<file path="src/rtl/mem_stage.sv">
// ---------------------------------------------------------------------------
// mem_stage -- MEM pipeline stage of the in-order CPU.
//
// Issues loads/stores to a data memory with a ready handshake, stalls the
// upstream stages while an access is outstanding, and aborts an access that
// waits longer than TIMEOUT_CYC cycles. Misaligned accesses and timeouts are
// flagged through mem_err_out. OP_HALT retires once and then parks the stage
// until reset.
//
// Ports
//   clk, rst            clock, synchronous active-high reset
//   valid_in            EX/MEM register holds a valid instruction
//   rd_in, op_in        destination register, opcode
//   alu_in              ALU result / byte address for loads and stores
//   store_data_in       store data
//   stall_out           upstream must hold all *_in stable while high
//   dmem_req/we/addr/wdata   data memory request side
//   dmem_ready/rdata    data memory completion + read data
//   valid_out, rd_out, op_out, mem_data_out, alu_out, mem_err_out
//                       registered MEM/WB fields
// ---------------------------------------------------------------------------
module mem_stage #(
  parameter int unsigned TIMEOUT_CYC = 255
) (
  input  logic        clk,
  input  logic        rst,
  input  logic        valid_in,
  input  logic [3:0]  rd_in,
  input  logic [3:0]  op_in,
  input  logic [31:0] alu_in,
  input  logic [31:0] store_data_in,
  output logic        stall_out,
  output logic        dmem_req,
  output logic        dmem_we,
  output logic [31:0] dmem_addr,
  output logic [31:0] dmem_wdata,
  input  logic        dmem_ready,
  input  logic [31:0] dmem_rdata,
  output logic        valid_out,
  output logic [3:0]  rd_out,
  output logic [3:0]  op_out,
  output logic [31:0] mem_data_out,
  output logic [31:0] alu_out,
  output logic        mem_err_out
);

  // Opcode encoding shared with the rest of the CPU.
  localparam logic [3:0] OP_ADD   = 4'd0;
  localparam logic [3:0] OP_ADDI  = 4'd1;
  localparam logic [3:0] OP_LOAD  = 4'd2;
  localparam logic [3:0] OP_STORE = 4'd3;
  localparam logic [3:0] OP_HALT  = 4'd4;

  // Counter must be able to hold the value TIMEOUT_CYC itself.
  localparam int CW = (TIMEOUT_CYC < 1) ? 1 : $clog2(TIMEOUT_CYC + 1);
  localparam logic [CW-1:0] TO_VAL = CW'(TIMEOUT_CYC);

  typedef enum logic [1:0] {
    IDLE   = 2'd0,
    WAIT   = 2'd1,
    HALTED = 2'd2
  } state_t;

  state_t        state_q, state_d;
  logic [CW-1:0] cnt_q, cnt_d;

  logic is_mem;
  logic misaligned;
  logic timed_out;
  logic req;
  logic stall;
  logic complete;
  logic err;

  assign is_mem     = valid_in && (op_in == OP_LOAD || op_in == OP_STORE);
  assign misaligned = (alu_in[1:0] != 2'b00);
  assign timed_out  = (cnt_q == TO_VAL);

  // Next-state / handshake decode. "complete" marks the cycle whose edge
  // retires the current instruction into the output register.
  always_comb begin
    state_d  = state_q;
    cnt_d    = cnt_q;
    req      = 1'b0;
    stall    = 1'b0;
    complete = 1'b0;
    err      = 1'b0;
    unique case (state_q)
      IDLE: begin
        if (valid_in) begin
          if (is_mem) begin
            if (misaligned) begin
              complete = 1'b1;
              err      = 1'b1;
            end else begin
              req = 1'b1;
              if (dmem_ready) begin
                complete = 1'b1;
              end else begin
                stall   = 1'b1;
                state_d = WAIT;
                cnt_d   = '0;
              end
            end
          end else begin
            complete = 1'b1;
            if (op_in == OP_HALT) begin
              state_d = HALTED;
            end
          end
        end
      end
      WAIT: begin
        // Upstream holds the inputs stable, so addr/we/wdata driven from
        // them stay unchanged for the whole wait.
        if (timed_out) begin
          // Request is dropped; any dmem_ready this cycle is ignored.
          complete = 1'b1;
          err      = 1'b1;
          state_d  = IDLE;
        end else begin
          req = 1'b1;
          if (dmem_ready) begin
            complete = 1'b1;
            state_d  = IDLE;
          end else begin
            stall = 1'b1;
            cnt_d = cnt_q + 1'b1;
          end
        end
      end
      HALTED: begin
        state_d = HALTED;
      end
      default: begin
        state_d = IDLE;
      end
    endcase
    if (rst) begin
      req   = 1'b0;
      stall = 1'b0;
    end
  end

  assign dmem_req   = req;
  assign dmem_we    = req && (op_in == OP_STORE);
  assign dmem_addr  = alu_in;
  assign dmem_wdata = store_data_in;
  assign stall_out  = stall;

  // State, wait counter and MEM/WB output register. Non-completing cycles
  // insert a bubble (valid_out = 0) and leave the other fields untouched.
  always_ff @(posedge clk) begin
    if (rst) begin
      state_q      <= IDLE;
      cnt_q        <= '0;
      valid_out    <= 1'b0;
      rd_out       <= 4'd0;
      op_out       <= 4'd0;
      mem_data_out <= 32'd0;
      alu_out      <= 32'd0;
      mem_err_out  <= 1'b0;
    end else begin
      state_q   <= state_d;
      cnt_q     <= cnt_d;
      valid_out <= complete;
      if (complete) begin
        rd_out      <= rd_in;
        op_out      <= op_in;
        alu_out     <= alu_in;
        mem_err_out <= err;
        // Read data is only taken on a successful load completion; stores,
        // faults and ALU ops write back zero here.
        mem_data_out <= (!err && op_in == OP_LOAD) ? dmem_rdata : 32'd0;
      end
    end
  end

  // Encodings not referenced by the decode above, kept for readability.
  logic unused_ops;
  assign unused_ops = ^{OP_ADD, OP_ADDI};

endmodule

</file>
<file path="config.mk">
export PLATFORM = sky130hd
export DESIGN_NAME = mem_stage
export DESIGN_NICKNAME = d
export VERILOG_FILES = /design/src/rtl/mem_stage.sv
export SDC_FILE = /design/constraint.sdc
export NUM_CORES = 1
export LEC_CHECK = 0
export ABC_AREA = 1
export CORE_AREA = 2 2 97 99
export CTS_BUF_LIST = sky130_fd_sc_hd__clkbuf_16
export DETAILED_ROUTE_END_ITERATION = 8
export DIE_AREA = 0 0 99 101
export DONT_BUFFER_PORTS = 1
export PLACE_DENSITY = 0.69
export SETUP_SLACK_MARGIN = 0.5
export SYNTH_ARGS = -nofsm -noshare
export SYNTH_HDL_FRONTEND = slang
export SYNTH_SLANG_ARGS = --single-unit
</file>
<file path="constraint.sdc">
create_clock -name clk -period 1.7 [get_ports clk]
set_clock_uncertainty 0.15 [all_clocks]
set_input_delay 0.425 -clock clk [delete_from_list [all_inputs] [get_ports clk]]
set_output_delay 0.425 -clock clk [all_outputs]
set_load 0.02 [all_outputs]
</file>
==> impl_metrics.ini, run 1 <==
[grt]
grt_pass1_wl_mm = 18.2
grt.met2_usage_pct = 44.1
busiest_layer = met2
grt_usage_pct = 23.4
antenna_found_initial = 0
first_global_vias = 3580
grtUsageMet3_pct = 5.76
overflow = 0
grt_use_met1_pct = 24.5
grt_max_degree = 43

[logic_synthesis]
async_reset_ff_share_pct = 0
yosysMostFrequentCell = nor2_1
synthCells = 497
ys_types = 23
synth_warnings = 0
yosys-top-cells-count = nor2_1, dfxtp_1, buf_4, nand2_1, nand3_1
yosysTopAreaCellShare_pct = 44.9
syn_avg_cell_area_um2 = 7.53
synth_top_area_cell = dfxtp_1
syn-num-nets = 606
synth_seq_area_share_pct = 44.9
ys_top_cells_by_area = dfxtp_1, buf_4, nor2_1, nand3_1, a21oi_1
synth_ff_type = dfxtp_1
syn_area_um2 = 3740
ys_ff_latch = 84
synth_edf_count = 0

[critical_path]
critPathLaunchType = flop
path_cells = ha_4 > nand3_2 > nor2_2 > and2_4 > o22ai_4 > nand2_4 > nor2_4
r2r_start = cnt_q[0]
max_stage_delay_ns = 0.33
crit_required_ns = 1.12
arrival_ns = 1.50
reg2reg_slack_ns = -0.36
r2r-end = mem_data_out[21]
cpMaxStageDelayCell = dfxtp_2
crit_fanout = 4
r2r_cells = 15
critical_path_class = reg2out
cp-end-kind = output pin

[finish]
final_area_um2 = 5720
n_fill_cell = 670
syn_to_final_growth_pct = 52.8
layout-drive-gt1-share_pct = 60.1
nets = 605
antenna_cells = 0

[detailed_routing]
drt-initial-drc-count = 172
drt-total-wl_mm = 12.0
ant_nets = 0
dr.pass1.iters = 4
vias = 3432
routed_via_density = 5.61
avgRoutedWirePerCell_um = 19.6
drc_errors = 0

[placement]
place.gp.congestion = 0.893
place_area_um2 = 3700
place_hpwl_mm = 5.94
port_buffers = 0

[clock_network]
cts.sinks = 84
clk_path_buf_depth = 2
clockRootBuffer = clkbuf_16
cts-hold-fix-buffers = 1
clk_latency_ns = 0.33
clkTransAtPathRegs_ns = 0.06
h-tree-depth = 3
cts_inserted_buffers = 9
cts_tree = built

[timing]
max_slew_margin_pct = 76.5
slew_violations = 0
setup_tns_ns = -24.20
final_hold_viol_count = 4
rsz0062_at_grt = true
fmax_ghz = 0.481
period_share_pct = 122
hold_ws_ns = -0.00918
worstMarginPinSlew_ns = 0.351
setup_viol = 86
timing.final.ws_setup_ns = -0.378
min_period_ns = 2.08

[floorplanning]
num_io_pins = 249
start_util_pct = 41.7
dieHeight_um = 101
coreArea_um2 = 8980
die_w_um = 99
num_rows = 35
die_area_um2 = 10000

[power_and_ir_drop]
pwr_density_cell_nw_per_um2 = 845
p_clk_share_pct = 39.6
power_switching_share_pct = 26.7
peakVddDrop_mv = 0.524
p_comb_share_pct = 15.2
p_leak_nw = 2.08
p_switching_mw = 1.29
seqPwrFrac_pct = 45.1
p_int_mw = 3.54

[min_path]
min_delay_worst_endpoint = mem_data_out[15]
min_from = rst
hold_class = in2reg
worstHoldPathCells = 1

[outcome]
status = complete, but fails checks
violations = hold timing, setup timing

[job]
drv_cap = 0
==> critical path: cells and delay by family, from the launching register on <==
kind,cells,cell delay [ns]
AND/OR/NAND/NOR,5,0.57
AO/OA/AOI/OAI,1,0.11
flip-flops,1,0.33
adder cells (fa/ha/maj),1,0.15
==> cell type report <==
cell class	count	area, um^2	share of cell area (%)
clock buffer	9	225	3.94
multi-input combinational	301	1970	34.4
tap	111	139	2.43
timing repair buffer	79	1230	21.5
inverter	21	126	2.21
sequential	84	1960	34.3
clock inverter	7	68.8	1.20
==> through the flow <==
stage	power (mW)	cells	setup slack, ns	util, %
2_1_floorplan	2.72	497	-0.0677	-
3_3_place_gp	2.55	544	-0.110	41.2
3_5_place_dp	2.56	544	-0.167	41.2
4_1_cts	4.85	610	-0.416	62.2
5_1_grt	5.02	612	-0.459	63.7
6_report	4.83	612	-0.378	63.7
==> routing by layer <==
layer	part of all wire [%]	vias to the layer above	wire length, um
met4	3.4	0	403
met2	54	189	6460
met5	0	-	0
met3	6.8	48	818
met1	36	1642	4350
li1	-	1553	-
==> cells in the final DEF, fill, tap and decap left out, types with 8 or more instances in the layout <==
cell and count:
nor2_4 24, buf_6 12, buf_4 29, dfxtp_1 8, o21ai_0 13, dfxtp_4 74
o21ai_2 17, nand3_1 23, buf_12 15, a21oi_2 27, nor2_1 52, a21oi_1 17
nor2_2 21, clkbuf_16 9, nand3_2 23, buf_16 19, inv_1 17, nand2_1 49
o21ai_1 12
==> cells by family after synthesis <==
group / Yosys count / synth area share [%]
buf+inv: 112 / 18.8
fa+ha+maj: 1 / 0.334
xor+xnor: 2 / 0.468
flops: 84 / 44.9
compound gates: 87 / 11.8
simple gates: 211 / 23.7
==> power by group through the flow <==
| stage | combinational, mW | sequential, mW | clock [mW] |
|---|---|---|---|
| finish | 0.736 | 2.18 | 1.92 |
| CTS | 0.717 | 2.18 | 1.95 |
| global placement | 0.286 | 2.27 | 0 |
| global route | 0.784 | 2.19 | 2.05 |
| floorplan | 0.479 | 2.25 | 0 |
| detailed placement | 0.299 | 2.26 | 0 |
==> registers in the layout, summed over array words and instances, names as in the netlist <==
name and count:
state_q 2, cnt_q 8, op_out 4, valid_out 1, alu_out 32, rd_out 4, mem_data_out 32, mem_err_out 1
==> worst max path at each step <==
stage                     slack, ns  depth (start not counted)  startpoint               end
final                         -0.38                          7    cnt_q[0]           dmem_we
after global routing          -0.46                         15    cnt_q[1]  mem_data_out[21]
after CTS                     -0.42                          7    cnt_q[0]           dmem_we
after detailed placement      -0.17                          7    op_in[2]           dmem_we
after global placement        -0.11                          7    op_in[2]           dmem_we
after floorplan               -0.07                          7    op_in[3]           dmem_we
==> timing repair <==
action | 4_1_cts | 5_1_grt
cloned | 19 | 0
hold endpoints to repair | 29 | 29
pin swaps | 28 | 10
endpoints found under the setup margin | 161 | 161
buffers inserted | 30 | 2
resized for setup | 302 | 35
(Power assumes the default switching activity.)
==> run 2, diff against run 1 <==
- CORE_AREA: 2 2 97 99 -> 2 2 96 98
- DIE_AREA: 0 0 99 101 -> 0 0 98 100
- PLACE_DENSITY: 0.69 -> 0.7
==> run 2 against run 1 <==
The flow still finishes with violations (hold timing, setup timing). Highest routed layer unchanged. Flip-flop and latch count unchanged. Die area decreased by 2.0%. Critical endpoint unchanged. Power grew 3.0%. Critical path depth stayed put. Largest cell class unchanged. Hold slack barely moved.
==> impl_metrics.ini, run 2 (synthesis gave the netlist of run 1 again) <==
[finish]
multi_input_area_um2 = 2250
layout_common_cells = dfxtp_4, nor2_1, nand2_1, nor2_4, a21oi_2
syn_to_final_growth_pct = 57.8
n_fill_cell = 619
post-route-util_pct = 66.5
antenna_cells = 0
nets = 598
final_area_um2 = 5910
layout-drive-gt1-share_pct = 67.8
reg.largest.list = alu_out (32), mem_data_out (32), cnt_q (8)
seq_area_um2 = 1960
layout_commonest_cell = dfxtp_4

[job]
drv_cap = 0

[floorplanning]
num_rows = 35
start_util_pct = 42.1
die_area_um2 = 9800
dieHeight_um = 100
die_w_um = 98
num_io_pins = 249
coreArea_um2 = 8890

[detailed_routing]
drt-initial-drc-count = 93
avgRoutedWirePerCell_um = 20.6
drc_errors = 0
dr.pass1.iters = 4
drt-total-wl_mm = 12.5
ant_nets = 0
routed_via_density = 5.60
vias = 3386

[placement]
port_buffers = 0
place.gp.congestion = 0.846
place_hpwl_mm = 6.21
dp_slack_ns = -0.126
place_area_um2 = 3690

[grt]
grt_pass1_wl_mm = 18.2
grt_max_degree = 38
overflow = 0
first_global_vias = 3579
antenna_found_initial = 0
grt_usage_pct = 23.8

[clock_network]
clockRootBuffer = clkbuf_16
clk_latency_ns = 0.33
cts_tree = built
h-tree-depth = 3
cts.sinks = 84
clkTransAtPathRegs_ns = 0.06
cts_inserted_buffers = 9
clk_path_buf_depth = 2

[timing]
timing.final.ws_setup_ns = -0.416
worstMarginPinSlew_ns = 0.376
max_slew_margin_pct = 75.0
fmax_ghz = 0.473
setup_viol = 86
final_hold_viol_count = 7
slew_violations = 0
min_period_ns = 2.12
hold_ws_ns = -0.00873
period_share_pct = 124
rsz0062_at_grt = true

[critical_path]
arrival_ns = 1.54
r2r_start = cnt_q[0]
crit_fanout = 4
startpoint = cnt_q[0]
cp-end-kind = output pin
critical_path_class = reg2out
critPathLaunchType = flop
crit_required_ns = 1.12

[outcome]
status = complete, but fails checks
violations = hold timing, setup timing

[min_path]
min_from = rst
hold_class = in2reg

[power_and_ir_drop]
pwr_density_cell_nw_per_um2 = 843
total_power_mw = 4.98
peakVddDrop_mv = 0.561
p_leak_nw = 2.12
==> run 2: cell types whose count changed in the layout (fill, tap and decap cells not counted), sizes merged <==
cell	before	now
clkinvlp	3	2
clkinv	0	1
clkbuf	9	10
bufinv	1	2
buf	78	69
==> run 2: critical path, stage by stage (launching register included) <==
cell and delay (ns):
dfxtp_2 0.33, ha_4 0.16, nand3_2 0.08, nor2_4 0.04, and2_4 0.16, o22ai_4 0.12, nand2_4 0.12, nor2_4 0.20
==> run 2: per-stage QoR <==
stage,cells,setup TNS [ns]
after global routing,605,-25.37
after detailed placement,546,-0.379
final,605,-17.90
after CTS,601,-14.70
after floorplan,497,-0.118
after global placement,546,-0.272
==> run 2: path summary, 6_finish.rpt <==
| kind | endpoint | slack, ns | cells after the start |
|---|---|---|---|
| setup / recovery | dmem_we | -0.42 | 7 |
| hold / removal | mem_data_out[9] | -0.009 | 1 |
| setup reg to reg | rd_out[2] | -0.30 | 14 |
| hold reg to reg | cnt_q[7] | 0.33 | 2 |
==> run 2: final cells by class <==
class                   instances  area share, %
well taps                     111           2.35
repair inverters                1          0.339
clock buffers                   9           3.81
flip-flops and latches         84           33.2
inverters                      21           2.31
repair buffers                 71           18.4
multi-input cells             301           38.1
clock inverters                 7           1.55
==> run 2: power by group <==
part / leakage [nW] / internal [mW] / switching, mW
Sequential: 0.740 / 2.01 / 0.181
Combinational: 1.22 / 0.367 / 0.357
Clock: 0.155 / 1.28 / 0.785
==> run 2: what timing repair did <==
item / CTS / global route
cloned: 17 / 1
endpoints found under the setup margin: 161 / 161
endpoints found under the hold margin: 33 / 34
pin swaps: 22 / 28
resized for setup: 334 / 88
buffers inserted: 22 / 2
==> run 2: routing by layer <==
metal  up-vias  global-route usage [%]  share of wire (%)
met5         -                       0                  0
met1      1614                    25.7                 35
met4         0                    8.76                2.4
li1       1544                       -                  -
met2       189                    44.3                 55
met3        39                    6.55                7.9
